File: src/rtl/traffic_pkg.sv
// Shared lamp-state encodings, fault codes and approach indices for the
// traffic conflict monitor and its per-approach checkers.
package traffic_pkg;

    typedef enum logic [1:0] {
        RED    = 2'b00,
        YELLOW = 2'b01,
        GREEN  = 2'b10,
        ERR    = 2'b11
    } lamp_t;

    // Fault codes; a lower code has higher priority.
    localparam logic [2:0] FC_NONE        = 3'd0;
    localparam logic [2:0] FC_INVALID     = 3'd1;
    localparam logic [2:0] FC_CONFLICT    = 3'd2;
    localparam logic [2:0] FC_TRANSITION  = 3'd3;
    localparam logic [2:0] FC_YELLOW_TIME = 3'd4;
    localparam logic [2:0] FC_SHORT_GREEN = 3'd5;
    localparam logic [2:0] FC_MAX_GREEN   = 3'd6;
    localparam logic [2:0] FC_CLEARANCE   = 3'd7;

    // Approach indices, also reported on fault_src.
    localparam int APP_HWY  = 0;
    localparam int APP_SIDE = 1;
    localparam int APP_PED  = 2;
    localparam int NUM_APP  = 3;

    // Bit positions in the per-approach violation vector.
    localparam int VB_INVALID     = 0;
    localparam int VB_TRANSITION  = 1;
    localparam int VB_YELLOW      = 2;
    localparam int VB_SHORT_GREEN = 3;
    localparam int VB_MAX_GREEN   = 4;
    localparam int VB_WIDTH       = 5;

endpackage

File: src/rtl/approach_checker.sv
// Per-approach checker: remembers the previous lamp state and how long it has
// been held, and flags encoding, transition-order and phase-duration errors.
module approach_checker
    import traffic_pkg::*;
#(
    parameter int YELLOW_TIME = 3,
    parameter int MIN_GREEN   = 6,
    parameter int MAX_GREEN   = 0
) (
    input  logic                clk,
    input  logic                reset,
    input  logic [1:0]          state,
    output logic                is_nonred,
    output logic                became_red,
    output logic                started_green,
    output logic [VB_WIDTH-1:0] viol
);

    localparam logic [3:0] YEL_LIM = 4'(YELLOW_TIME);
    localparam logic [3:0] GRN_MIN = 4'(MIN_GREEN);
    localparam logic [3:0] GRN_MAX = 4'(MAX_GREEN);

    lamp_t      cur;
    lamp_t      prev_state;
    logic [3:0] run_cnt;

    assign cur = lamp_t'(state);

    // Track the last sampled state and a saturating count of how long it has held.
    always_ff @(posedge clk) begin
        if (reset) begin
            prev_state <= RED;
            run_cnt    <= 4'd15;
        end else begin
            prev_state <= cur;
            if (cur != prev_state) begin
                run_cnt <= 4'd1;
            end else if (run_cnt != 4'd15) begin
                run_cnt <= run_cnt + 4'd1;
            end
        end
    end

    assign is_nonred     = (cur != RED);
    assign became_red    = (prev_state == YELLOW) && (cur == RED);
    assign started_green = (prev_state == RED) && (cur == GREEN);

    assign viol[VB_INVALID]    = (cur == ERR);
    assign viol[VB_TRANSITION] = ((prev_state == GREEN)  && (cur == RED))    ||
                                 ((prev_state == YELLOW) && (cur == GREEN))  ||
                                 ((prev_state == RED)    && (cur == YELLOW));
    assign viol[VB_YELLOW]     = (prev_state == YELLOW) &&
                                 (((cur == RED) && (run_cnt < YEL_LIM)) ||
                                  ((cur == YELLOW) && (run_cnt >= YEL_LIM)));
    assign viol[VB_SHORT_GREEN] = (prev_state == GREEN) && (cur == YELLOW) &&
                                  (run_cnt < GRN_MIN);
    assign viol[VB_MAX_GREEN]   = (MAX_GREEN != 0) && (prev_state == GREEN) &&
                                  (cur == GREEN) && (run_cnt >= GRN_MAX);

endmodule

File: src/rtl/traffic_conflict_monitor.sv
// Safety monitor between the lamp timers and the LED converters: passes the
// lamp states through one register stage, and on the first violation latches
// a fault code and forces flashing red until a clean clear request.
module traffic_conflict_monitor
    import traffic_pkg::*;
#(
    parameter int YELLOW_TIME    = 3,
    parameter int MIN_GREEN      = 6,
    parameter int MAX_SIDE_GREEN = 15,
    parameter int ALL_RED_MIN    = 1
) (
    input  logic       clk,
    input  logic       reset,
    input  logic [1:0] hwy_state,
    input  logic [1:0] side_state,
    input  logic [1:0] ped_state,
    input  logic       fault_clr,
    output logic [1:0] hwy_out,
    output logic [1:0] side_out,
    output logic [1:0] ped_out,
    output logic       fault,
    output logic [2:0] fault_code,
    output logic [1:0] fault_src,
    output logic       lamp_en
);

    localparam logic [3:0] ALL_RED_LIM = 4'(ALL_RED_MIN);

    logic [1:0]          st [NUM_APP];
    logic [NUM_APP-1:0]  is_nonred;
    logic [NUM_APP-1:0]  became_red;
    logic [NUM_APP-1:0]  started_green;
    logic [VB_WIDTH-1:0] viol [NUM_APP];
    logic [3:0]          all_red_cnt;
    logic                conflict;
    logic                clearance_short;
    logic                inputs_all_red;
    logic [NUM_APP-1:0]  hit [1:7];
    logic                new_viol;
    logic [2:0]          new_code;
    logic [1:0]          new_src;

    assign st[APP_HWY]  = hwy_state;
    assign st[APP_SIDE] = side_state;
    assign st[APP_PED]  = ped_state;

    for (genvar g = 0; g < NUM_APP; g++) begin : g_app
        approach_checker #(
            .YELLOW_TIME (YELLOW_TIME),
            .MIN_GREEN   (MIN_GREEN),
            .MAX_GREEN   ((g == APP_SIDE) ? MAX_SIDE_GREEN : 0)
        ) u_checker (
            .clk           (clk),
            .reset         (reset),
            .state         (st[g]),
            .is_nonred     (is_nonred[g]),
            .became_red    (became_red[g]),
            .started_green (started_green[g]),
            .viol          (viol[g])
        );
    end

    // Count all-red samples since the last yellow-to-red change, saturating.
    always_ff @(posedge clk) begin
        if (reset) begin
            all_red_cnt <= 4'd15;
        end else if (|became_red) begin
            all_red_cnt <= 4'd0;
        end else if ((is_nonred == '0) && (all_red_cnt != 4'd15)) begin
            all_red_cnt <= all_red_cnt + 4'd1;
        end
    end

    assign conflict        = (is_nonred[0] & is_nonred[1]) |
                             (is_nonred[0] & is_nonred[2]) |
                             (is_nonred[1] & is_nonred[2]);
    assign clearance_short = (all_red_cnt < ALL_RED_LIM);
    assign inputs_all_red  = ({hwy_state, side_state, ped_state} == 6'b0);

    // Gather per-code hits and pick the lowest code, then the lowest approach.
    always_comb begin
        for (int c = 1; c <= 7; c++) begin
            hit[c] = '0;
        end
        for (int a = 0; a < NUM_APP; a++) begin
            hit[FC_INVALID][a]     = viol[a][VB_INVALID];
            hit[FC_CONFLICT][a]    = conflict & is_nonred[a];
            hit[FC_TRANSITION][a]  = viol[a][VB_TRANSITION];
            hit[FC_YELLOW_TIME][a] = viol[a][VB_YELLOW];
            hit[FC_SHORT_GREEN][a] = viol[a][VB_SHORT_GREEN];
            hit[FC_MAX_GREEN][a]   = viol[a][VB_MAX_GREEN];
            hit[FC_CLEARANCE][a]   = clearance_short & started_green[a];
        end
        new_viol = 1'b0;
        new_code = FC_NONE;
        new_src  = 2'd0;
        for (int c = 7; c >= 1; c--) begin
            for (int a = NUM_APP - 1; a >= 0; a--) begin
                if (hit[c][a]) begin
                    new_viol = 1'b1;
                    new_code = 3'(c);
                    new_src  = 2'(a);
                end
            end
        end
    end

    // Fault latch and output stage: pass-through when healthy, flashing red when faulted.
    always_ff @(posedge clk) begin
        if (reset) begin
            hwy_out    <= RED;
            side_out   <= RED;
            ped_out    <= RED;
            fault      <= 1'b0;
            fault_code <= FC_NONE;
            fault_src  <= 2'd0;
            lamp_en    <= 1'b1;
        end else if (!fault) begin
            if (new_viol) begin
                hwy_out    <= RED;
                side_out   <= RED;
                ped_out    <= RED;
                fault      <= 1'b1;
                fault_code <= new_code;
                fault_src  <= new_src;
                lamp_en    <= 1'b0;
            end else begin
                hwy_out  <= hwy_state;
                side_out <= side_state;
                ped_out  <= ped_state;
                lamp_en  <= 1'b1;
            end
        end else begin
            hwy_out  <= RED;
            side_out <= RED;
            ped_out  <= RED;
            if (fault_clr && inputs_all_red && !new_viol) begin
                fault      <= 1'b0;
                fault_code <= FC_NONE;
                fault_src  <= 2'd0;
                lamp_en    <= 1'b1;
            end else begin
                lamp_en <= ~lamp_en;
            end
        end
    end

endmodule

File: config.mk
export PLATFORM = sky130hd
export DESIGN_NAME = traffic_conflict_monitor
export DESIGN_NICKNAME = d
export VERILOG_FILES = /design/src/rtl/traffic_pkg.sv /design/src/rtl/approach_checker.sv /design/src/rtl/traffic_conflict_monitor.sv
export SDC_FILE = /design/constraint.sdc
export NUM_CORES = 1
export LEC_CHECK = 0
export BUFFER_PORTS_ARGS = -buffer_cell sky130_fd_sc_hd__buf_2
export CORE_ASPECT_RATIO = 1.25
export CORE_MARGIN = 4
export CORE_UTILIZATION = 55
export CTS_BUF_LIST = sky130_fd_sc_hd__clkbuf_8
export DETAILED_ROUTE_END_ITERATION = 8
export MAX_ROUTING_LAYER = met4
export PLACE_DENSITY = 0.75
export SLEW_MARGIN = 20
export SYNTH_ARGS = -nofsm -noshare
export SYNTH_HDL_FRONTEND = slang
export SYNTH_SLANG_ARGS = --single-unit
File: constraint.sdc
create_clock -name clk -period 6.3 [get_ports clk]
set_input_delay 0 -clock clk [delete_from_list [all_inputs] [get_ports clk]]
set_output_delay 0 -clock clk [all_outputs]
set_load 0.005 [all_outputs]
==> summary.txt, run 1 <==
Run status - completed
Root cell of the clock tree - clkbuf_8
Critical Path AT - 2.70 ns
Worst slew pin tran - 0.824 ns
Critical Path Sink Type - register
GP Congestion - 0.856
Clock period minus worst slack - 2.51 ns
Static Leakage - 0.939 nW
DRC - 0
Row Count - 24
Worst min-delay path category - in2reg
Clock latency on the worst-skew pair - 0.28 ns
Final hold viol count - 0
Arithmetic-cell share of the synthesized area counting full adders, half adders and majority gates - 2.96%
Post-cts repair resize count - 0
Antenna cells - 0
Post-synthesis to final-layout area growth - 8.16%
Worst Setup Path Type - reg2reg
Top-level port count - 22
Final setup violating endpoints - 0
Mux cell area share after synthesis - 2.96%
Distinct cell type count of the synthesized netlist - 53
Setup_tns - 0 ns
Total Wirelength - 4620 um
Routed vias - 1,897
Die span in x - 63.5 um
WP data required - 6.48 ns
Total Die Area - 0.00491 sq mm
Syn avg cell area - 8.40 sq um
Pin count of the biggest net entering global routing - 28
Routed vias/inst - 6.24
Xor/xnor share of the synthesized area - 6.62%
Predominant post-synthesis flop cell - dfxtp_1
Clock input transition at the sequential cells of the worst setup and hold paths - 0.07 ns
Post-synthesis sequential area ratio - 33.1%
Async S/R FF share, synth - 0%
Count of antenna-violating nets left after detailed routing - 0
Chip height - 77.4 um
Number of enable flip-flop cells after synthesis - 0
Iteration count of the initial detailed-routing pass - 5
Number of max-cap violations - 0
Post-synthesis sequential element count - 35
Number of global-route vias before repair - 1,690
Highest-count cells in the layout ignoring fill and taps - dfxtp_1 (35), buf_2 (21), nor2_1 (19), nand2_1 (18), nand3_1 (12)
Share of final-layout standard cells stronger than drive strength 1 - 13.2%
Simple-Gate Fraction of Synth Area - 28.8%
Highest clock rate - 0.398 GHz
TritonCTS clock tree - yes
Complex-gate fraction of the synthesized area - 21.7%
GRT busiest layer - met2
Ys Warns - 0
Maximum fanout encountered on the critical timing path - 12
Total congestion overflow after global routing - 0
Initial core utilization - 58.7%
Fraction of met3 tracks used by global routing - 4.48%
Unrepaired setup endpoints after global routing - false
H-tree depth reported by CTS - 2
CTS Sinks - 35
Skew final - 0.00450 ns
Number of buffers inserted by hold repair at cts - 0
Placed wire-length estimate - 3280 um
Setup slack, reg-to-reg - 3.79 ns
Net count of the mapped netlist - 266
Layout Nets - 278
Maximum buffer depth of the clock tree - 2
First-pass GRT wire length - 7850 um
Cell area after synthesis - 0.00212 sq mm
Final standard cell utilization of the core - 63.5%
Number of buffers inserted by port buffering - 21
Met2 Use GR - 33.5%
Power Density - 218 mW/mm^2
Initial antenna violation count - 0
Kind of start point of the critical path - register
Number of buffers created by CTS - 5
VDD IR max - 0.143 mV
Global routing met1 resource utilization - 24.4%
Post-DR wirelength/cell - 15.2 um
Final clock period utilization by the worst path - 39.9%
Combinational family with the most area after synthesis - simple AND/OR/NAND/NOR gates
Worst slew slack as a fraction of its limit - 44.4%
Post-CTS Setup Inserts - 0
Total routing usage reported by global routing - 20.3%
Most common library cell in the layout ignoring fill and taps - dfxtp_1
Synthesized netlist cell count - 252
Iter 0 DRT Violations - 196
Core area - 0.00360 sq mm
Final-report max-slew violation count - 0
critical path, cell delays in order, from the launching register on:
cell and delay [ns]:
dfxtp_1 0.34, ha_1 0.27, or4_1 0.41, a211o_1 0.38, and3_4 0.19, and3_1 0.26
and3_1 0.25, o41ai_1 0.30
registers in the layout, indices dropped and copies added, names as in the netlist:
register / count
side_out: 2
g_app.u_checker.prev_state: 6
lamp_en: 1
g_app.u_checker.run_cnt: 12
fault_src: 2
fault: 1
fault_code: 3
hwy_out: 2
ped_out: 2
all_red_cnt: 4
layer usage:
layer	share of wire, %	vias up
li1	-	956
met1	45	887
met2	50	47
met3	4.2	7
met4	1.4	0
met5	0	-
kinds of logic after synthesis:
family,Yosys count
AO/OA/AOI/OAI,61
multiplexers,6
adder cells (fa/ha/maj),5
XOR/XNOR,16
flip-flops,35
buffers and inverters,21
AND/OR/NAND/NOR,108
path summary, 6_finish.rpt:
path | depth (start not counted) | endpoint | start
min | 3 | g_app[0].u_checker.prev_state[1]$_SDFF_PP0_ | hwy_state[1]
max reg2reg | 7 | fault_code[0]$_SDFFE_PP0P_ | g_app[2].u_checker.run_cnt[0]$_SDFFE_PP1N_
max | 7 | fault_code[0]$_SDFFE_PP0P_ | g_app[2].u_checker.run_cnt[0]$_SDFFE_PP1N_
min reg2reg | 2 | fault_code[1]$_SDFFE_PP0P_ | fault_code[1]$_SDFFE_PP0P_
Yosys cell counts, drive strengths merged, types with 4 or more instances:
cell type	n	share of area [%]
dfxtp	35	33
mux2i	4	1.9
clkbuf	13	2.3
xnor2	9	3.7
and3	12	3.8
o31ai	4	1.4
nor2	19	3.4
inv	5	0.89
a211oi	7	2.5
o21bai	9	3.2
nor2b	6	1.8
nor4	4	1.5
o311ai	4	2.4
xor2	7	2.9
o21ai	11	2.6
nand3	12	2.8
nand2	18	3.2
nand2b	8	2.4
ha	5	3.0
nor3	4	0.95
or3	4	1.2
a31oi	5	1.5
report_power, final:
part | internal (mW) | switching, mW
combinational | 0.0417 | 0.0520
clock | 0.0742 | 0.0769
sequential | 0.236 | 0.0175
layout make-up:
type                       instances  area (sq um)
clock buffer                       5          68.8
clock inverter                     3          12.5
fill                             311          1310
inverter                           5          18.8
multi-input combinational        196          1340
sequential                        35           701
tap                               39          48.8
timing repair buffer              21           105
per-stage QoR:
stage	area (sq um)	hold WS, ns	setup slack (ns)	power [mW]	cells
final	2290	0.0609	3.79	0.498	304
after global routing	2290	0.0720	3.63	0.528	304
after CTS	2290	0.0501	3.79	0.503	304
after detailed placement	2210	0.359	3.81	0.351	296
after global placement	2210	0.355	3.89	0.349	296
after floorplan	2120	0.284	4.00	0.329	252
Power figures use the tool's default switching activity.
==> run 2: changes to the inputs <==
--- a/config.mk
+++ b/config.mk
@@ -5,6 +5,7 @@
 export SDC_FILE = /design/constraint.sdc
 export NUM_CORES = 1
 export LEC_CHECK = 0
+export ABC_AREA = 1
 export BUFFER_PORTS_ARGS = -buffer_cell sky130_fd_sc_hd__buf_2
 export CORE_ASPECT_RATIO = 1.25
 export CORE_MARGIN = 4
@@ -12,7 +13,7 @@
 export CTS_BUF_LIST = sky130_fd_sc_hd__clkbuf_8
 export DETAILED_ROUTE_END_ITERATION = 8
 export MAX_ROUTING_LAYER = met4
-export PLACE_DENSITY = 0.75
+export PLACE_DENSITY = 0.78
 export SLEW_MARGIN = 20
 export SYNTH_ARGS = -nofsm -noshare
 export SYNTH_HDL_FRONTEND = slang
==> constraint.sdc (replaced) <==
create_clock -name clk -period 2.2 [get_ports clk]
set_input_delay 0 -clock clk [delete_from_list [all_inputs] [get_ports clk]]
set_output_delay 0 -clock clk [all_outputs]
set_load 0.005 [all_outputs]
==> summary.txt, run 2 <==
Run status - completed (unchanged)
Worst min-delay path category - in2reg (unchanged)
Maximum buffer depth of the clock tree - 2 (unchanged)
CTS Sinks - 35 (unchanged)
Total congestion overflow after global routing - 0 (unchanged)
Clock input transition at the sequential cells of the worst setup and hold paths - 0.07 ns (about the same)
Routed vias - 2,007 (was 1,897)
Number of fill cells in the layout - 334 (was 311)
Worst slew slack as a fraction of its limit - 70.5% (was 44.4%)
Routed vias/inst - 5.30 (was 6.24)
Setup slack, reg-to-reg - 0.29 ns (was 3.79 ns)
Critical register-to-register path endpoint - lamp_en$_SDFF_PP1_ (was fault_code[0]$_SDFFE_PP0P_)
Ys Warns - 0 (unchanged)
Top-level port count - 22 (unchanged)
Most common library cell in the layout ignoring fill and taps - nand2_1 (was dfxtp_1)
Share of Yosys cell area claimed by the top area cell type - 33.9% (was 33.1%)
Number of enable flip-flop cells after synthesis - 0 (unchanged)
Largest reg by FF count - g_app.u_checker.run_cnt (unchanged)
Worst-case reg-to-reg path depth - 13 (was 7)
Pin count of the biggest net entering global routing - 24 (was 28)
Post-synthesis to final-layout area growth - 12.5% (was 8.16%)
Number of max-cap violations - 0 (unchanged)
Cell area after synthesis - 0.00207 sq mm (was 0.00212 sq mm)
Final clock period utilization by the worst path - 86.7% (was 39.9%)
Initial core utilization - 58.4% (was 58.7%)
Synthesized netlist cell count - 314 (was 252)
GP Congestion - 0.974 (was 0.856)
Row Count - 24 (unchanged)
Distinct cell type count of the synthesized netlist - 33 (was 53)
Last element of the critical path - lamp_en$_SDFF_PP1_ (was fault_code[0]$_SDFFE_PP0P_)
Library cell occupying the most area in the post-synthesis netlist - dfxtp_1 (unchanged)
VDD IR max - 0.387 mV (was 0.143 mV)
Highest clock rate - 0.524 GHz (was 0.398 GHz)
Setup ws final - 0.293 ns (was 3.79 ns)
Placed wire-length estimate - 3610 um (was 3280 um)
Simple-Gate Fraction of Synth Area - 37.0% (was 28.8%)
Final hold viol count - 0 (unchanged)
Critical Path Sink Type - register (unchanged)
Post-synthesis sequential area ratio - 33.9% (was 33.1%)
Most frequent cells after synthesis - nand2_1 (78), inv_1 (41), nor2_1 (39) (was dfxtp_1 (35), nor2_1 (19), nand2_1 (18))
Async S/R FF share, synth - 0% (unchanged)
Share of final-layout standard cells stronger than drive strength 1 - 18.8% (was 13.2%)
Predominant post-synthesis flop cell - dfxtp_1 (unchanged)
TritonCTS clock tree - yes (unchanged)
H-tree depth reported by CTS - 2 (unchanged)
Worst setup slack before clock tree synthesis - 0.279 ns (was 3.81 ns)
DRC - 0 (unchanged)
Die span in x - 62.9 um (was 63.5 um)
Syn avg cell area - 6.59 sq um (was 8.40 sq um)
Final-report max-slew violation count - 0 (unchanged)
Combinational family with the most area after synthesis - simple AND/OR/NAND/NOR gates (unchanged)
Complex-gate fraction of the synthesized area - 16.6% (was 21.7%)
Clock period minus worst slack - 1.91 ns (was 2.51 ns)
Initial antenna violation count - 0 (unchanged)
First-pass GRT wire length - 8130 um (was 7850 um)
Chip height - 76.6 um (was 77.4 um)
Sequential standard cell area - 701 sq um (unchanged)
Total area of multi-input combinational cells - 0.00118 sq mm (was 0.00134 sq mm)
Arithmetic-cell share of the synthesized area counting full adders, half adders and majority gates - 3.02% (was 2.96%)
Final setup violating endpoints - 0 (unchanged)
Iteration count of the initial detailed-routing pass - 4 (was 5)
Maximum fanout encountered on the critical timing path - 8 (was 12)
Worst hold margin - 0.0150 ns (was 0.0609 ns)
Clock latency on the worst-skew pair - 0.29 ns (was 0.28 ns)
Net count of the mapped netlist - 328 (was 266)
Static Leakage - 1.24 nW (was 0.939 nW)
Worst Setup Path Type - reg2reg (unchanged)
Total Die Area - 0.00481 sq mm (was 0.00491 sq mm)
Reg2Reg Launch Point - all_red_cnt[0]$_SDFFE_PP1P_ (was g_app[2].u_checker.run_cnt[0]$_SDFFE_PP1N_)
Mux cell area share after synthesis - 0% (was 2.96%)
Root cell of the clock tree - clkbuf_8 (unchanged)
Number of buffers inserted by port buffering - 21 (unchanged)
Top flop regs - g_app.u_checker.run_cnt: 12 flops, g_app.u_checker.prev_state: 6 flops, all_red_cnt: 4 flops (unchanged)
Post-DR wirelength/cell - 12.2 um (was 15.2 um)
Xor/xnor share of the synthesized area - 0.423% (was 6.62%)
Number of global-route vias before repair - 1,910 (was 1,690)
Iter 0 DRT Violations - 102 (was 196)
Setup_tns - 0 ns (unchanged)
Worst slew pin tran - 0.442 ns (was 0.824 ns)
Antenna cells - 0 (unchanged)
Highest-count cells in the layout ignoring fill and taps - nand2_1 (78), inv_1 (42), nor2_1 (38), dfxtp_1 (35), buf_2 (21) (was dfxtp_1 (35), buf_2 (21), nor2_1 (19), nand2_1 (18), nand3_1 (12))
Top cells by area, synth - dfxtp_1 (34%), nand2_1 (14%), inv_1 (7.4%) (was dfxtp_1 (33%), xnor2_1 (3.7%), nor2_1 (3.4%))
Power Density - 658 mW/mm^2 (was 218 mW/mm^2)
Total Wirelength - 4620 um (about the same)
Core area - 0.00354 sq mm (was 0.00360 sq mm)
Flip-flop count of the largest register, all copies and words added - 12 (unchanged)
WP data required - 2.37 ns (was 6.48 ns)
Launching element of the worst setup path - all_red_cnt[0]$_SDFFE_PP1P_ (was g_app[2].u_checker.run_cnt[0]$_SDFFE_PP1N_)
Count of antenna-violating nets left after detailed routing - 0 (unchanged)
Most frequent cell after synthesis - nand2_1 (was dfxtp_1)
Critical Path AT - 2.07 ns (was 2.70 ns)
Post-synthesis sequential element count - 35 (unchanged)
Total routing usage reported by global routing - 21.2% (was 20.3%)
Number of buffers created by CTS - 5 (unchanged)
Skew final - 0.00823 ns (was 0.00450 ns)
Kind of start point of the critical path - register (unchanged)
Unrepaired setup endpoints after global routing - false (unchanged)
Layout Nets - 354 (was 278)
[run 2: critical path: stages (launching register included)]
cell and delay (ns):
dfxtp_1 0.32, inv_1 0.09, ha_1 0.15, nand2_1 0.05
nor2_1 0.20, nand3_1 0.13, o21ai_1 0.18, nor2_1 0.09
nand2_2 0.10, nor2_4 0.05, nand2_4 0.11, nand2_2 0.08
a21oi_2 0.13, o21ai_0 0.10
[run 2: repair_timing]
action,in CTS,in global routing
setup buffers,0,0
hold buffers,1,0
resized for setup,0,1
endpoints found under the hold margin,1,0
endpoints found under the setup margin,0,1
[run 2: per-stage QoR]
step                      power (mW)  std cells  utilization (%)  cell area (sq um)
final                           1.53        379             65.7               2330
after global routing            1.62        379             65.7               2330
after CTS                       1.54        379             65.6               2320
after detailed placement       0.998        371             62.4               2210
after global placement         0.993        371             62.4               2210
after floorplan                0.925        314                -               2070
[run 2: cell type report]
| class | instances | share of cell area [%] |
|---|---|---|
| Clock buffer | 5 | 2.96 |
| Clock inverter | 2 | 1.45 |
| Inverter | 47 | 7.58 |
| Multi-Input combinational cell | 229 | 50.9 |
| Sequential cell | 35 | 30.1 |
| Tap cell | 39 | 2.10 |
| Timing Repair Buffer | 22 | 4.95 |
[run 2: worst min-delay path by stage]
stage,start,endpoint,depth (start not counted)
4_1_cts,side_state[0],g_app[1].u_checker.prev_state[0]$_SDFF_PP0_,3
6_report,side_state[0],g_app[1].u_checker.prev_state[0]$_SDFF_PP0_,3
3_3_place_gp,side_state[1],g_app[1].u_checker.prev_state[1]$_SDFF_PP0_,3
5_1_grt,side_state[0],g_app[1].u_checker.prev_state[0]$_SDFF_PP0_,3
3_5_place_dp,side_state[1],g_app[1].u_checker.prev_state[1]$_SDFF_PP0_,3
2_1_floorplan,reset,fault$_SDFF_PP0_,1
[run 2: kinds of logic (layout without fill, tap and decap cells)]
kind of cell	after synthesis	after routing
buffers and inverters	50	76
adder cells (fa/ha/maj)	5	5
AND/OR/NAND/NOR	168	168
flip-flops	35	35
AO/OA/AOI/OAI	55	55
XOR/XNOR	1	1
[run 2: metal layers]
layer	global-route usage [%]	share of wire, %	vias to the layer above
met1	24.3	44	915
met2	36.2	51	27
met3	4.42	2.8	6
met4	7.06	1.6	0
li1	-	-	1059
met5	-	0	-
[run 2: power breakdown]
| part | internal, mW | switching (mW) | total [mW] |
|---|---|---|---|
| sequential | 0.673 | 0.0339 | 0.707 |
| clock | 0.327 | 0.215 | 0.542 |
| combinational | 0.0989 | 0.184 | 0.283 |
==> run 3: changes to the inputs <==
--- a/config.mk
+++ b/config.mk
@@ -8,7 +8,7 @@
 export ABC_AREA = 1
 export BUFFER_PORTS_ARGS = -buffer_cell sky130_fd_sc_hd__buf_2
 export CORE_ASPECT_RATIO = 1.25
-export CORE_MARGIN = 4
+export CORE_MARGIN = 2
 export CORE_UTILIZATION = 55
 export CTS_BUF_LIST = sky130_fd_sc_hd__clkbuf_8
 export DETAILED_ROUTE_END_ITERATION = 8
==> summary.txt, run 3 (synthesis results as in run 2) <==
Worst min-delay path category - in2reg (unchanged)
Worst slew slack as a fraction of its limit - 69.6% (was 70.5%)
Share of final-layout standard cells stronger than drive strength 1 - 19.4% (was 18.8%)
Number of buffers created by CTS - 5 (unchanged)
Tot Pwr - 1.49 mW (was 1.53 mW)
Area after detailed placement - 0.00221 sq mm (unchanged)
Row Count - 24 (unchanged)
Root cell of the clock tree - clkbuf_8 (unchanged)
H-tree depth reported by CTS - 2 (unchanged)
Total congestion overflow after global routing - 0 (unchanged)
Final standard cell utilization of the core - 65.7% (unchanged)
CTS Sinks - 35 (unchanged)
Placed wire-length estimate - 3700 um (was 3610 um)
Top flop regs - g_app.u_checker.run_cnt: 12 flops, g_app.u_checker.prev_state: 6 flops, all_red_cnt: 4 flops (unchanged)
Initial core utilization - 58.4% (unchanged)
Post-DR wirelength/cell - 12.1 um (was 12.2 um)
Iteration count of the initial detailed-routing pass - 4 (unchanged)
Clock period minus worst slack - 1.93 ns (was 1.91 ns)
Routed vias/inst - 5.15 (was 5.30)
Power Density - 639 mW/mm^2 (was 658 mW/mm^2)
Post-CTS Setup Inserts - 0 (unchanged)
Final setup violating endpoints - 0 (unchanged)
VDD IR max - 0.372 mV (was 0.387 mV)
Chip height - 72.6 um (was 76.6 um)
Total Die Area - 0.00427 sq mm (was 0.00481 sq mm)
Post-Layout Cell Count - 380 (was 379)
Max incr delay on CP - 0.33 ns (was 0.32 ns)
Cell area after layout - 0.00233 sq mm (unchanged)
Initial antenna violation count - 0 (unchanged)
Total Wirelength - 4600 um (was 4620 um)
Largest reg by FF count - g_app.u_checker.run_cnt (unchanged)
Critical path, cell by cell - ha_1 > nor2_1 > nand2_1 > nand2_1 > o21ai_1 > nand2_1 > nand3_2 > nor2_2 > nand2_2 > nor2_4 > nand2_4 > nand2_2 > nor2_1 > nand2_1 > a21oi_2 (was inv_1 > ha_1 > nand2_1 > nor2_1 > nand3_1 > o21ai_1 > nor2_1 > nand2_2 > nor2_4 > nand2_4 > nand2_2 > a21oi_2 > o21ai_0)
Count of antenna-violating nets left after detailed routing - 0 (unchanged)
GP Congestion - 0.905 (was 0.974)
WP data required - 2.36 ns (was 2.37 ns)
Cell seen most often among critical-path stages - nand2_1
Setup_tns - 0 ns (unchanged)
Highest clock rate - 0.518 GHz (was 0.524 GHz)
Die span in x - 58.9 um (was 62.9 um)
TritonCTS clock tree - yes (unchanged)
Iter 0 DRT Violations - 77 (was 102)
Final-report max-slew violation count - 0 (unchanged)
Critical Path Sink Type - register (unchanged)
Number of fill cells in the layout - 357 (was 334)
Worst Setup Path Type - reg2reg (unchanged)
Pin count of the biggest net entering global routing - 24 (unchanged)
Routed vias - 1,956 (was 2,007)
Clock latency on the worst-skew pair - 0.28 ns (was 0.29 ns)
Skew final - 0.00606 ns (was 0.00823 ns)
Number of buffers inserted by port buffering - 21 (unchanged)
Worst slew pin tran - 0.457 ns (was 0.442 ns)
CP max-delay cell - dfxtp_1 (unchanged)
Layout Nets - 354 (unchanged)
Core area - 0.00354 sq mm (unchanged)
Number of instances in the placed design - 371 (unchanged)
Unrepaired setup endpoints after global routing - false (unchanged)
Kind of start point of the critical path - register (unchanged)
Run status - completed (unchanged)
Flip-flop count of the largest register, all copies and words added - 12 (unchanged)
Static Leakage - 1.24 nW (about the same)
Antenna cells - 0 (unchanged)
Kind of cell adding the most delay to the critical path - simple AND/OR/NAND/NOR gates (unchanged)
Sum of buffers and inverters on the critical path - 0 (was 1)
Most common library cell in the layout ignoring fill and taps - nand2_1 (unchanged)
First-pass GRT wire length - 7900 um (was 8130 um)
Highest-count cells in the layout ignoring fill and taps - nand2_1 (78), inv_1 (42), nor2_1 (37), dfxtp_1 (35), buf_2 (21) (was nand2_1 (78), inv_1 (42), nor2_1 (38), dfxtp_1 (35), buf_2 (21))
Clock input transition at the sequential cells of the worst setup and hold paths - 0.07 ns (about the same)
Number of max-cap violations - 0 (unchanged)
Final clock period utilization by the worst path - 87.7% (was 86.7%)
Number of global-route vias before repair - 1,870 (was 1,910)
DRC - 0 (unchanged)
Final hold viol count - 0 (unchanged)
Critical Path AT - 2.09 ns (was 2.07 ns)
Total routing usage reported by global routing - 24.9% (was 21.2%)
Maximum fanout encountered on the critical timing path - 8 (unchanged)
Maximum buffer depth of the clock tree - 2 (unchanged)
Top-level port count - 22 (unchanged)
Post-synthesis to final-layout area growth - 12.5% (unchanged)
[run 3: changes by cell type in the layout (fill, tap and decap cells not counted), sizes merged]
cell / change
bufinv: -1
clkbuf: +2
[run 3: per-stage QoR]
step,setup WS [ns],hold WS [ns]
3_3_place_gp,0.317,0.298
6_report,0.270,0.0125
2_1_floorplan,0.469,0.0668
3_5_place_dp,0.240,0.297
4_1_cts,0.207,0.0146
5_1_grt,0.0615,0.0523
[run 3: path summary, 6_finish.rpt]
path | startpoint | end | slack [ns] | cells past startpoint
max reg2reg | g_app[1].u_checker.run_cnt[0]$_SDFFE_PP1P_ | fault_src[0]$_SDFFE_PP0P_ | 0.27 | 15
min | side_state[0] | g_app[1].u_checker.prev_state[0]$_SDFF_PP0_ | 0.01 | 3
min reg2reg | lamp_en$_SDFF_PP1_ | lamp_en$_SDFF_PP1_ | 0.46 | 1
max | g_app[1].u_checker.run_cnt[0]$_SDFFE_PP1P_ | fault_src[0]$_SDFFE_PP0P_ | 0.27 | 15
[run 3: tightest hold or removal path, delay by kind of cell]
kind	cells	cell delay (ns)
AND/OR/NAND/NOR	1	0.04
buffers and inverters	2	0.22
[run 3: where the power goes]
group / switching, mW / internal [mW] / total [mW]
combinational: 0.183 / 0.0987 / 0.281
clock: 0.218 / 0.281 / 0.498
sequential: 0.0339 / 0.673 / 0.707
[run 3: per-layer routing]
layer	wire [um]	GRT usage [%]	vias up	part of all wire (%)
met3	103	4.26	7	2.2
met5	0	-	-	0
met1	2030	28.7	873	44
met2	2390	43.6	18	52
li1	-	-	1058	-
met4	77	7.07	0	1.7
[run 3: repair_timing]
item                                   4_1_cts  5_1_grt
gates resized for setup                      0        2
hold buffers                                 1        0
endpoints found under the hold margin        1        0
setup endpoints to repair                    0        2
[run 3: final cells by class]
type	instances	area, sq um	share of cell area [%]
Clock buffer	7	96.3	4.14
Clock inverter	1	3.75	0.161
Inverter	47	176	7.58
Multi-Input combinational cell	229	1190	51.0
Sequential cell	35	701	30.1
Tap cell	39	48.8	2.10
Timing Repair Buffer	22	115	4.95
